$ cat config.mk
export PLATFORM = sky130hd
export DESIGN_NAME = serpent_stream_if
export DESIGN_NICKNAME = d
export VERILOG_FILES = /design/src/rtl/serpent_stream_if.sv
export SDC_FILE = /design/constraint.sdc
export NUM_CORES = 1
export LEC_CHECK = 0
export ABC_AREA = 1
export CORE_AREA = 2 2 333 335
export CTS_CLUSTER_DIAMETER = 60
export CTS_CLUSTER_SIZE = 8
export DETAILED_ROUTE_END_ITERATION = 7
export DIE_AREA = 0 0 335 337
export PLACE_DENSITY = 0.51
export SLEW_MARGIN = 20
export SYNTH_ARGS = -nofsm -noshare
export SYNTH_HDL_FRONTEND = slang
export SYNTH_SLANG_ARGS = --single-unit
$ cat constraint.sdc
create_clock -name i_clk -period 2 [get_ports i_clk]
set_clock_uncertainty 0.1 [all_clocks]
set_input_delay 0.4 -clock i_clk [delete_from_list [all_inputs] [get_ports i_clk]]
set_output_delay 0.4 -clock i_clk [all_outputs]
set_load 0.02 [all_outputs]
$ cat src/rtl/serpent_stream_if.sv
// serpent_stream_if: word-stream front/back end for the Serpent core.
// Packs four 32-bit input words (MSW first) into a 128-bit block, hands it to
// the core with a stable key, captures the 128-bit result and streams it back
// out as four 32-bit words (MSW first) on a valid/ready interface.
// Optional build macro: SERPENT_IF_TIMEOUT_EN enables the WAIT-state timeout
// counter and the sticky o_err flag; without it o_err is tied low.
module serpent_stream_if #(
    parameter int unsigned TIMEOUT_CYCLES = 1024
) (
    input  logic         i_clk,
    input  logic         i_rstn,
    input  logic [255:0] i_key,
    input  logic         i_key_load,
    output logic         o_key_loaded,
    input  logic         i_mode,
    input  logic [31:0]  i_s_data,
    input  logic         i_s_valid,
    output logic         o_s_ready,
    output logic [255:0] o_core_key,
    output logic [127:0] o_core_data,
    output logic         o_core_key_valid,
    output logic         o_core_ena_en_de,
    input  logic [127:0] i_core_data,
    input  logic         i_core_data_valid,
    output logic [31:0]  o_m_data,
    output logic         o_m_valid,
    input  logic         i_m_ready,
    output logic         o_busy,
    output logic         o_err,
    input  logic         i_err_clr
);

    typedef enum logic [1:0] {
        ST_FILL  = 2'd0,
        ST_ISSUE = 2'd1,
        ST_WAIT  = 2'd2,
        ST_DRAIN = 2'd3
    } state_t;

    state_t         state_r,      state_s;
    logic [1:0]     cnt_r,        cnt_s;         // fill word count / drain word index
    logic [255:0]   key_r,        key_s;
    logic           key_loaded_r, key_loaded_s;
    logic [127:0]   core_data_r,  core_data_s;
    logic           ena_r,        ena_s;
    logic           key_valid_r,  key_valid_s;
    logic [127:0]   res_r,        res_s;
    logic [31:0]    m_data_r,     m_data_s;
    logic           m_valid_r,    m_valid_s;
    logic           s_ready_r,    s_ready_s;
    logic           busy_r,       busy_s;
    logic           err_r,        err_s;

`ifdef SERPENT_IF_TIMEOUT_EN
    localparam logic [15:0] TMO_LAST_C = 16'(TIMEOUT_CYCLES - 32'd1);
    logic [15:0]    tmo_r,        tmo_s;
`else
    logic [16:0]    unused_cfg_s;
    assign unused_cfg_s = {i_err_clr, TIMEOUT_CYCLES[15:0]};
`endif

    // Select 32-bit word idx of a block, word 0 being the most significant.
    function automatic logic [31:0] word_sel(input logic [127:0] blk, input logic [1:0] idx);
        logic [31:0] w;
        case (idx)
            2'd0:    w = blk[127:96];
            2'd1:    w = blk[95:64];
            2'd2:    w = blk[63:32];
            2'd3:    w = blk[31:0];
            default: w = 32'd0;
        endcase
        return w;
    endfunction

    // Replace word idx of a block, word 0 being the most significant.
    function automatic logic [127:0] put_word(input logic [127:0] blk, input logic [1:0] idx,
                                              input logic [31:0] w);
        logic [127:0] r;
        r = blk;
        case (idx)
            2'd0:    r[127:96] = w;
            2'd1:    r[95:64]  = w;
            2'd2:    r[63:32]  = w;
            2'd3:    r[31:0]   = w;
            default: r = blk;
        endcase
        return r;
    endfunction

    // Next-state and next-output computation for the FILL/ISSUE/WAIT/DRAIN sequencer.
    always_comb begin
        state_s      = state_r;
        cnt_s        = cnt_r;
        key_s        = key_r;
        key_loaded_s = key_loaded_r;
        core_data_s  = core_data_r;
        ena_s        = ena_r;
        key_valid_s  = key_valid_r;
        res_s        = res_r;
        m_data_s     = m_data_r;
        m_valid_s    = m_valid_r;
`ifdef SERPENT_IF_TIMEOUT_EN
        tmo_s        = 16'd0;
        if (i_err_clr) begin
            err_s = 1'b0;
        end else begin
            err_s = err_r;
        end
`else
        err_s        = 1'b0;
`endif

        case (state_r)
            ST_FILL: begin
                // Key may only change between blocks so the core never sees it move.
                if (i_key_load && (cnt_r == 2'd0)) begin
                    key_s        = i_key;
                    key_loaded_s = 1'b1;
                end else begin
                    key_s        = key_r;
                end
                if (i_s_valid && s_ready_r) begin
                    core_data_s = put_word(core_data_r, cnt_r, i_s_data);
                    if (cnt_r == 2'd0) begin
                        ena_s = i_mode;
                    end else begin
                        ena_s = ena_r;
                    end
                    if (cnt_r == 2'd3) begin
                        state_s = ST_ISSUE;
                        cnt_s   = 2'd0;
                    end else begin
                        cnt_s   = cnt_r + 2'd1;
                    end
                end else begin
                    cnt_s = cnt_r;
                end
            end
            ST_ISSUE: begin
                // A result level still high from the previous block must drain first.
                if (!i_core_data_valid) begin
                    key_valid_s = 1'b1;
                    state_s     = ST_WAIT;
                end else begin
                    key_valid_s = 1'b0;
                end
            end
            ST_WAIT: begin
                if (i_core_data_valid) begin
                    res_s       = i_core_data;
                    m_data_s    = i_core_data[127:96];
                    m_valid_s   = 1'b1;
                    key_valid_s = 1'b0;
                    cnt_s       = 2'd0;
                    state_s     = ST_DRAIN;
                end else begin
`ifdef SERPENT_IF_TIMEOUT_EN
                    if (tmo_r == TMO_LAST_C) begin
                        err_s       = 1'b1;
                        key_valid_s = 1'b0;
                        cnt_s       = 2'd0;
                        state_s     = ST_FILL;
                    end else begin
                        tmo_s       = tmo_r + 16'd1;
                    end
`else
                    key_valid_s = 1'b1;
`endif
                end
            end
            ST_DRAIN: begin
                if (i_m_ready) begin
                    if (cnt_r == 2'd3) begin
                        m_valid_s = 1'b0;
                        m_data_s  = 32'd0;
                        cnt_s     = 2'd0;
                        state_s   = ST_FILL;
                    end else begin
                        cnt_s     = cnt_r + 2'd1;
                        m_data_s  = word_sel(res_r, cnt_r + 2'd1);
                    end
                end else begin
                    m_data_s = m_data_r;
                end
            end
            default: begin
                state_s     = ST_FILL;
                cnt_s       = 2'd0;
                key_valid_s = 1'b0;
                m_valid_s   = 1'b0;
            end
        endcase

        s_ready_s = (state_s == ST_FILL) && key_loaded_s;
        busy_s    = !((state_s == ST_FILL) && (cnt_s == 2'd0));
    end

    // State and output registers; every port output is driven from here.
    always_ff @(posedge i_clk or negedge i_rstn) begin
        if (!i_rstn) begin
            state_r      <= ST_FILL;
            cnt_r        <= 2'd0;
            key_r        <= 256'd0;
            key_loaded_r <= 1'b0;
            core_data_r  <= 128'd0;
            ena_r        <= 1'b0;
            key_valid_r  <= 1'b0;
            res_r        <= 128'd0;
            m_data_r     <= 32'd0;
            m_valid_r    <= 1'b0;
            s_ready_r    <= 1'b0;
            busy_r       <= 1'b0;
            err_r        <= 1'b0;
`ifdef SERPENT_IF_TIMEOUT_EN
            tmo_r        <= 16'd0;
`endif
        end else begin
            state_r      <= state_s;
            cnt_r        <= cnt_s;
            key_r        <= key_s;
            key_loaded_r <= key_loaded_s;
            core_data_r  <= core_data_s;
            ena_r        <= ena_s;
            key_valid_r  <= key_valid_s;
            res_r        <= res_s;
            m_data_r     <= m_data_s;
            m_valid_r    <= m_valid_s;
            s_ready_r    <= s_ready_s;
            busy_r       <= busy_s;
            err_r        <= err_s;
`ifdef SERPENT_IF_TIMEOUT_EN
            tmo_r        <= tmo_s;
`endif
        end
    end

    assign o_key_loaded     = key_loaded_r;
    assign o_s_ready        = s_ready_r;
    assign o_core_key       = key_r;
    assign o_core_data      = core_data_r;
    assign o_core_key_valid = key_valid_r;
    assign o_core_ena_en_de = ena_r;
    assign o_m_data         = m_data_r;
    assign o_m_valid        = m_valid_r;
    assign o_busy           = busy_r;
    assign o_err            = err_r;

endmodule

==> impl_results.html, run 1 <==
<table>
<tr><th>Metric</th><th>Value</th></tr>
<tr><th colspan="2">Timing</th></tr>
<tr><td>Worst slack on hold paths</td><td>0.133 ns</td></tr>
<tr><td>Unrepaired setup endpoints after global routing</td><td>yes</td></tr>
<tr><td>Final worst path period need</td><td>1.91 ns</td></tr>
<tr><td>Number of failing setup endpoints in the final timing report</td><td>0</td></tr>
<tr><td>Final clock period utilization by the worst path</td><td>95.5%</td></tr>
<tr><td>Achievable Freq</td><td>0.523 GHz</td></tr>
<tr><td>Smallest setup slack after layout</td><td>0.0896 ns</td></tr>
<tr><td>Max-slew violations</td><td>0</td></tr>
<tr><td>Final Hold Viols</td><td>0</td></tr>
<tr><th colspan="2">Hold path</th></tr>
<tr><td>Hold Path Class</td><td>in2async</td></tr>
<tr><th colspan="2">Global routing</th></tr>
<tr><td>Global route overflow</td><td>0</td></tr>
<tr><td>Vias in the first global route</td><td>17600</td></tr>
<tr><td>GRT Util Overall</td><td>13.7%</td></tr>
<tr><td>Initial antenna violation count</td><td>9</td></tr>
<tr><td>First-pass GRT wire length</td><td>117 mm</td></tr>
<tr><td>Pin count of the biggest net entering global routing</td><td>69</td></tr>
<tr><th colspan="2">Setup path</th></tr>
<tr><td>Buf/Inv on CP</td><td>1</td></tr>
<tr><td>Cell Chain, Critical Path</td><td>dlygate4sd2_1</td></tr>
<tr><td>Worst setup EP type</td><td>output port</td></tr>
<tr><td>Library cell contributing the largest single delay on the critical path</td><td>sky130_fd_sc_hd__dfrtp_1</td></tr>
<tr><td>Data required time at the worst endpoint</td><td>1.50 ns</td></tr>
<tr><td>Startpoint type of the worst setup path</td><td>flop</td></tr>
<tr><td>Highest fanout seen on the critical path</td><td>2</td></tr>
<tr><td>WS Path Type</td><td>reg2out</td></tr>
<tr><td>Data arrival time at the worst-slack endpoint</td><td>1.41 ns</td></tr>
<tr><td>Family of cells with the greatest summed delay on the critical path</td><td>flip-flops</td></tr>
<tr><td>Worst path max stage delay</td><td>0.40 ns</td></tr>
<tr><th colspan="2">Synth</th></tr>
<tr><td>Cells after Synth</td><td>2095</td></tr>
<tr><td>Post-synthesis instance area</td><td>20400 µm²</td></tr>
<tr><td>Nets in the synthesized netlist</td><td>2529</td></tr>
<tr><td>Count of distinct cell types in the synthesized netlist</td><td>25</td></tr>
<tr><td>Syn. warnings</td><td>0</td></tr>
<tr><td>Register area share after synthesis</td><td>64.0%</td></tr>
<tr><td>Syn_area_per_cell</td><td>9.75 µm²</td></tr>
<tr><td>Number of storage elements in the synthesis netlist</td><td>522</td></tr>
<tr><th colspan="2">Power</th></tr>
<tr><td>Combinational share of power</td><td>41.5%</td></tr>
<tr><td>Clock share of power</td><td>24.5%</td></tr>
<tr><td>PD cells</td><td>1600 nW/µm²</td></tr>
<tr><td>Cell-internal power</td><td>32300 µW</td></tr>
<tr><td>Part of the power in registers</td><td>33.9%</td></tr>
<tr><td>Worst ir drop on vdd</td><td>0.000658 V</td></tr>
<tr><td>Switching share of total power</td><td>39.4%</td></tr>
<tr><td>Static Leak</td><td>0.0168 µW</td></tr>
<tr><td>Switching Power</td><td>21100 µW</td></tr>
<tr><th colspan="2">Place</th></tr>
<tr><td>DP Wirelength</td><td>60.2 mm</td></tr>
<tr><td>GPL Wtd Cong</td><td>0.797</td></tr>
<tr><td>Placement Setup Slack</td><td>-0.0109 ns</td></tr>
<tr><td>Placed cell count</td><td>4352</td></tr>
<tr><td>Quantity of I/O buffers inserted on ports</td><td>844</td></tr>
<tr><th colspan="2">Job</th></tr>
<tr><td>Max-cap violations</td><td>0</td></tr>
<tr><th colspan="2">Layout</th></tr>
<tr><td>Number of non-filler instances in the completed layout</td><td>4468</td></tr>
<tr><td>Fillers</td><td>11600</td></tr>
<tr><td>Area growth from synthesis to final layout</td><td>63.1%</td></tr>
<tr><td>Util after Layout</td><td>30.4%</td></tr>
<tr><td>Nets@finish</td><td>3445</td></tr>
<tr><td>Ratio of cells with drive above 1 in the final layout</td><td>10.4%</td></tr>
<tr><th colspan="2">Routing</th></tr>
<tr><td>Aggregate routed wire length</td><td>80.5 mm</td></tr>
<tr><td>Per-cell via count in the routed design</td><td>3.91</td></tr>
<tr><td>Detail Route met3 WL</td><td>5.37 mm</td></tr>
<tr><td>Length of routed met2 wiring</td><td>40.1 mm</td></tr>
<tr><td>Per-cell routed wire length</td><td>18.0 µm</td></tr>
<tr><td>Top layer in use</td><td>met5</td></tr>
<tr><td>Total vias in the final route</td><td>17500</td></tr>
<tr><td>Detailed-route DRC error count</td><td>0</td></tr>
<tr><td>Pre-antenna DRT Iters</td><td>5</td></tr>
<tr><td>Detail Route Antenna Nets</td><td>0</td></tr>
<tr><td>Drt first-iter violations</td><td>800</td></tr>
<tr><td>Met1 WL</td><td>33.3 mm</td></tr>
<tr><th colspan="2">Clocking</th></tr>
<tr><td>Max Root-Sink Buffers</td><td>3</td></tr>
<tr><td>Clock slew at reported path FFs</td><td>0.05 ns</td></tr>
<tr><td>Clk Latency, worst-skew pair</td><td>0.62 ns</td></tr>
<tr><td>CTS HTree Levels</td><td>3</td></tr>
<tr><td>Clock tree root buffer cell</td><td>sky130_fd_sc_hd__clkbuf_16</td></tr>
<tr><td>Post-CTS setup repair buffer count</td><td>0</td></tr>
<tr><td>Number of buffers created by CTS</td><td>82</td></tr>
<tr><td>Clock tree from TritonCTS</td><td>yes</td></tr>
<tr><td>Clock Sink Count</td><td>522</td></tr>
<tr><th colspan="2">Outcome</th></tr>
<tr><td>Result of the run</td><td>finished clean</td></tr>
<tr><th colspan="2">Floorplan</th></tr>
<tr><td>Initial Util</td><td>18.6%</td></tr>
<tr><td>Die Y-Extent</td><td>337 µm</td></tr>
<tr><td>Die W</td><td>335 µm</td></tr>
<tr><td>FP Rows</td><td>122</td></tr>
<tr><td>Num ports</td><td>847</td></tr>
<tr><td>Overall die area</td><td>113000 µm²</td></tr>
<tr><td>Core ar.</td><td>110000 µm²</td></tr>
</table>
-- Yosys cell counts --
master                     count  area share, %
sky130_fd_sc_hd__nand2_1    1045             19
sky130_fd_sc_hd__dfrtp_1     522             64
sky130_fd_sc_hd__o21ai_0     138            3.4
sky130_fd_sc_hd__mux2_2       71            3.9
sky130_fd_sc_hd__buf_2        64            1.6
sky130_fd_sc_hd__inv_1        48           0.88
sky130_fd_sc_hd__clkbuf_1     41           0.75
sky130_fd_sc_hd__nand3_1      35           0.86
sky130_fd_sc_hd__a22oi_1      32            1.2
sky130_fd_sc_hd__o21ai_1      29           0.71
sky130_fd_sc_hd__mux2_4       21            1.5
sky130_fd_sc_hd__ha_1         10           0.61
sky130_fd_sc_hd__buf_6         7           0.39
sky130_fd_sc_hd__buf_4         6           0.22
sky130_fd_sc_hd__mux2_1        5           0.28
sky130_fd_sc_hd__nor2_1        5          0.092
sky130_fd_sc_hd__a21oi_1       3          0.073
sky130_fd_sc_hd__inv_2         3          0.055
sky130_fd_sc_hd__nand2_2       3          0.092
sky130_fd_sc_hd__nand3_2       2          0.098
sky130_fd_sc_hd__conb_1        1          0.018
sky130_fd_sc_hd__nor2_2        1          0.031
sky130_fd_sc_hd__nor3_1        1          0.024
sky130_fd_sc_hd__o211ai_1      1          0.037
sky130_fd_sc_hd__o21bai_1      1          0.037
-- per-stage QoR --
stage                     instance area [µm²]  setup TNS, ns  total power (µW)
after floorplan                         20400              0             30100
after global placement                  31400         -0.110             43500
after CTS                               33300              0             54300
after global routing                    33300       -0.00916             56900
final                                   33300              0             53400
after detailed placement                31400        -0.0109             43600
-- cell type report --
cell class | instances | area, µm² | area share (%)
timing repair buffer | 950 | 9260 | 27.8
sequential | 522 | 13100 | 39.2
tap | 1426 | 1780 | 5.35
multi-input combinational | 1404 | 6600 | 19.8
antenna | 5 | 12.5 | 0.0376
clock inverter | 13 | 171 | 0.514
inverter | 51 | 199 | 0.597
clock buffer | 97 | 2230 | 6.70
-- sequential cells by signal, indices dropped and copies added, names as in the netlist --
register          count
cnt_r                 2
o_busy                1
o_core_data         128
o_core_ena_en_de      1
o_core_key          256
o_core_key_valid      1
o_key_loaded          1
o_m_data             32
o_m_valid             1
o_s_ready             1
res_r                96
state_r               2
-- worst register-to-register path: stages (launching register included) --
cell and delay (ns):
sky130_fd_sc_hd__dfrtp_1 0.37, sky130_fd_sc_hd__inv_1 0.15, sky130_fd_sc_hd__ha_2 0.27, sky130_fd_sc_hd__nand3_4 0.13
sky130_fd_sc_hd__inv_8 0.12, sky130_fd_sc_hd__buf_12 0.19, sky130_fd_sc_hd__buf_4 0.28, sky130_fd_sc_hd__nand2_1 0.09
sky130_fd_sc_hd__nand2_1 0.06
-- cells in the final DEF (no fill, tap or decap), drive strengths merged, types with 2 or more instances in the layout --
cell type,count
mux2,97
nor2,6
clkdlybuf4s15,4
o21ai,167
diode,5
bufinv,2
nand2,1048
buf,107
dfrtp,522
clkbuf,97
a22oi,32
ha,10
inv,55
nand3,37
dlygate4sd2,417
a21oi,3
clkinv,7
clkdlybuf4s50,421
-- final timing paths --
kind / to / slack [ns] / cells past startpoint / start
worst max register to register: o_core_key[94] / 0.15 / 8 / cnt_r[0]
max in group asynchronous: res_r[51] / 0.90 / 3 / i_rstn
worst min register to register: o_core_key[184] / 0.37 / 2 / o_core_key[184]
min in group i_clk: o_core_key[208] / 0.20 / 3 / i_key[208]
worst min-delay path: o_m_data[20] / 0.13 / 2 / i_rstn
worst max-delay path: o_core_key[181] / 0.09 / 1 / o_core_key[181]
-- what timing repair did --
action,CTS,global route
cloned,0,0
pin swaps,0,0
hold endpoints to repair,199,0
endpoints found under the setup margin,435,13
hold buffers,1,0
gates resized for setup,427,3
-- cell families (layout without fill, tap and decap cells) --
| group | count (synthesis) | count (layout) | share of synthesized area, % |
|---|---|---|---|
| and+or+nand+nor | 1092 | 1092 | 20.4 |
| DFF | 522 | 522 | 64.0 |
| AOI/OAI and AO/OA | 204 | 204 | 5.42 |
| buffers and inverters | 169 | 1111 | 3.87 |
| muxes | 97 | 97 | 5.73 |
| adders and majority gates | 10 | 10 | 0.613 |
| other | 1 | 6 | 0.0184 |
-- power groups by stage --
stage	registers (µW)	clock network, µW	logic [µW]
detailed placement	18300	0	25300
finish	18100	13100	22200
floorplan	22900	0	7140
global route	18800	14000	24200
CTS	18100	13600	22600
global placement	18300	0	25200
-- per-layer routing --
| layer | global-route usage, % | up-vias |
|---|---|---|
| met3 | 3.56 | 94 |
| met2 | 23.2 | 533 |
| met4 | 4.59 | 4 |
| met5 | 0 | - |
| li1 | - | 8458 |
| met1 | 16.8 | 8382 |
No activity file was read; power rests on OpenSTA's default activity.
==> run 2, diff against run 1 <==
- MAX_ROUTING_LAYER: unset -> met4
==> impl_results.html, run 2 (synthesis results as in run 1) <==
<table>
<tr><th>Metric</th><th>Value</th></tr>
<tr><th colspan="2">Layout</th></tr>
<tr><td>Leading cell types in the layout, fill and taps excluded</td><td>sky130_fd_sc_hd__nand2_1, sky130_fd_sc_hd__dfrtp_1, sky130_fd_sc_hd__clkdlybuf4s50_1</td></tr>
<tr><td>Nets@finish</td><td>3445</td></tr>
<tr><td>Area growth from synthesis to final layout</td><td>63.2%</td></tr>
<tr><td>Ratio of cells with drive above 1 in the final layout</td><td>10.4%</td></tr>
<tr><td>Most common cell after layout, fill and taps aside</td><td>sky130_fd_sc_hd__nand2_1</td></tr>
<tr><td>Max FFs per register</td><td>256</td></tr>
<tr><td>Fillers</td><td>11600</td></tr>
<tr><th colspan="2">Clocking</th></tr>
<tr><td>Clock Sink Count</td><td>522</td></tr>
<tr><td>Clock slew at reported path FFs</td><td>0.05 ns</td></tr>
<tr><td>CTS HTree Levels</td><td>3</td></tr>
<tr><td>Clk Latency, worst-skew pair</td><td>0.62 ns</td></tr>
<tr><td>Number of buffers created by CTS</td><td>82</td></tr>
<tr><td>Clock tree root buffer cell</td><td>sky130_fd_sc_hd__clkbuf_16</td></tr>
<tr><td>Max Root-Sink Buffers</td><td>3</td></tr>
<tr><td>Post-CTS setup repair buffer count</td><td>0</td></tr>
<tr><td>Clock tree from TritonCTS</td><td>yes</td></tr>
<tr><th colspan="2">Timing</th></tr>
<tr><td>Max-slew violations</td><td>0</td></tr>
<tr><td>Unrepaired setup endpoints after global routing</td><td>yes</td></tr>
<tr><td>Final worst path period need</td><td>1.90 ns</td></tr>
<tr><td>Achievable Freq</td><td>0.525 GHz</td></tr>
<tr><td>Smallest setup slack after layout</td><td>0.0960 ns</td></tr>
<tr><td>Final clock period utilization by the worst path</td><td>95.2%</td></tr>
<tr><td>Final Hold Viols</td><td>0</td></tr>
<tr><td>Number of failing setup endpoints in the final timing report</td><td>0</td></tr>
<tr><th colspan="2">Setup path</th></tr>
<tr><td>Cell Chain, Critical Path</td><td>clkdlybuf4s15_1</td></tr>
<tr><td>WS Path Type</td><td>reg2out</td></tr>
<tr><td>Library cell contributing the largest single delay on the critical path</td><td>sky130_fd_sc_hd__clkdlybuf4s15_1</td></tr>
<tr><td>Flop-to-flop setup slack</td><td>0.14 ns</td></tr>
<tr><td>Highest fanout seen on the critical path</td><td>2</td></tr>
<tr><td>Buf/Inv on CP</td><td>1</td></tr>
<tr><td>Family of cells with the greatest summed delay on the critical path</td><td>buffers and inverters</td></tr>
<tr><td>Data arrival time at the worst-slack endpoint</td><td>1.40 ns</td></tr>
<tr><td>Worst path max stage delay</td><td>0.42 ns</td></tr>
<tr><td>Data required time at the worst endpoint</td><td>1.50 ns</td></tr>
<tr><td>Startpoint type of the worst setup path</td><td>flop</td></tr>
<tr><td>Critical register-to-register path startpoint</td><td>cnt_r[0]</td></tr>
<tr><td>Number of cells on the worst reg-to-reg path</td><td>8</td></tr>
<tr><td>R2r endpoint</td><td>o_core_key[94]</td></tr>
<tr><td>Worst setup EP type</td><td>output port</td></tr>
<tr><th colspan="2">Floorplan</th></tr>
<tr><td>Die W</td><td>335 µm</td></tr>
<tr><td>Overall die area</td><td>113000 µm²</td></tr>
<tr><td>Num ports</td><td>847</td></tr>
<tr><td>Initial Util</td><td>18.6%</td></tr>
<tr><td>FP Rows</td><td>122</td></tr>
<tr><td>Core ar.</td><td>110000 µm²</td></tr>
<tr><td>Die Y-Extent</td><td>337 µm</td></tr>
<tr><th colspan="2">Power</th></tr>
<tr><td>Clock share of power</td><td>24.5%</td></tr>
<tr><td>Part of the power in registers</td><td>33.9%</td></tr>
<tr><td>PD cells</td><td>1600 nW/µm²</td></tr>
<tr><td>Switching Power</td><td>21100 µW</td></tr>
<tr><td>Worst ir drop on vdd</td><td>0.000660 V</td></tr>
<tr><td>Switching share of total power</td><td>39.4%</td></tr>
<tr><td>Sum of internal, switching and leakage power</td><td>53400 µW</td></tr>
<tr><td>Static Leak</td><td>0.0168 µW</td></tr>
<tr><td>Combinational share of power</td><td>41.6%</td></tr>
<tr><td>Cell-internal power</td><td>32400 µW</td></tr>
<tr><th colspan="2">Outcome</th></tr>
<tr><td>Result of the run</td><td>finished clean</td></tr>
<tr><th colspan="2">Hold path</th></tr>
<tr><td>Hold Path Class</td><td>in2async</td></tr>
<tr><th colspan="2">Routing</th></tr>
<tr><td>Total vias in the final route</td><td>17500</td></tr>
<tr><td>Aggregate routed wire length</td><td>80.6 mm</td></tr>
<tr><td>Detail Route Antenna Nets</td><td>0</td></tr>
<tr><td>Per-cell routed wire length</td><td>18.0 µm</td></tr>
<tr><td>Detailed-route DRC error count</td><td>0</td></tr>
<tr><td>Pre-antenna DRT Iters</td><td>5</td></tr>
<tr><td>Drt first-iter violations</td><td>822</td></tr>
<tr><td>Per-cell via count in the routed design</td><td>3.91</td></tr>
<tr><th colspan="2">Global routing</th></tr>
<tr><td>Global route overflow</td><td>0</td></tr>
<tr><td>Vias in the first global route</td><td>17700</td></tr>
<tr><td>Pin count of the biggest net entering global routing</td><td>69</td></tr>
<tr><td>Initial antenna violation count</td><td>9</td></tr>
<tr><td>GRT Util Overall</td><td>14.1%</td></tr>
<tr><td>First-pass GRT wire length</td><td>116 mm</td></tr>
<tr><th colspan="2">Place</th></tr>
<tr><td>Placement Setup Slack</td><td>-0.0109 ns</td></tr>
<tr><td>Quantity of I/O buffers inserted on ports</td><td>844</td></tr>
<tr><td>GPL Wtd Cong</td><td>0.808</td></tr>
<tr><td>DP Wirelength</td><td>60.2 mm</td></tr>
<tr><th colspan="2">Job</th></tr>
<tr><td>Max-cap violations</td><td>0</td></tr>
</table>
run 2: how the worst max path moves through the flow:
stage | start | endpoint | slack (ns) | cells past startpoint
after CTS | o_core_key[23] | o_core_key[23] | 0.0007 | 1
after detailed placement | state_r[1] | o_core_key[94] | -0.01 | 8
final | o_core_key[23] | o_core_key[23] | 0.1 | 1
after global routing | state_r[0] | o_m_data[4] | -0.009 | 6
after floorplan | state_r[0] | o_core_ena_en_de | 0.35 | 8
after global placement | i_key_load | o_core_key[81] | -0.02 | 6
run 2: layout make-up:
class	count	area (µm²)	share of cell area, %
antenna	6	15.0	0.0451
clock inverter	13	171	0.514
timing repair buffer	950	9260	27.8
inverter	51	199	0.597
tap	1426	1780	5.35
clock buffer	97	2230	6.70
multi-input combinational	1404	6600	19.8
sequential	522	13100	39.2
run 2: power groups by stage:
| stage | combinational (µW) | sequential (µW) | clock (µW) |
|---|---|---|---|
| 2_1_floorplan | 7140 | 22900 | 0 |
| 3_3_place_gp | 25200 | 18300 | 0 |
| 3_5_place_dp | 25300 | 18300 | 0 |
| 4_1_cts | 22600 | 18100 | 13600 |
| 5_1_grt | 24200 | 18800 | 14000 |
| 6_report | 22200 | 18100 | 13100 |
run 2: metrics by stage:
step / utilization (%) / cell area (µm²) / TNS, ns / instances / hold slack [ns]
final: 30.4 / 33300 / 0 / 4469 / 0.136
after global routing: 30.4 / 33300 / -0.00916 / 4469 / 0.131
after CTS: 30.4 / 33300 / 0 / 4463 / 0.0895
after detailed placement: 28.6 / 31400 / -0.0109 / 4352 / 0.195
after global placement: 28.6 / 31400 / -0.110 / 4352 / 0.196
after floorplan: - / 20400 / 0 / 2095 / 0.00441
run 2: per-layer routing:
layer / global-route usage (%) / wire, µm / vias up
met3: 3.32 / 5150 / 88
met2: 23.4 / 40300 / 536
met5: - / 0 / -
li1: - / - / 8456
met4: 4.45 / 1500 / 0
met1: 16.9 / 33600 / 8391
run 2: what timing repair did:
action | in CTS | in global routing
pin swaps | 0 | 0
hold buffers | 1 | 0
endpoints found under the hold margin | 199 | 0
gates resized for setup | 427 | 5
endpoints found under the setup margin | 435 | 14
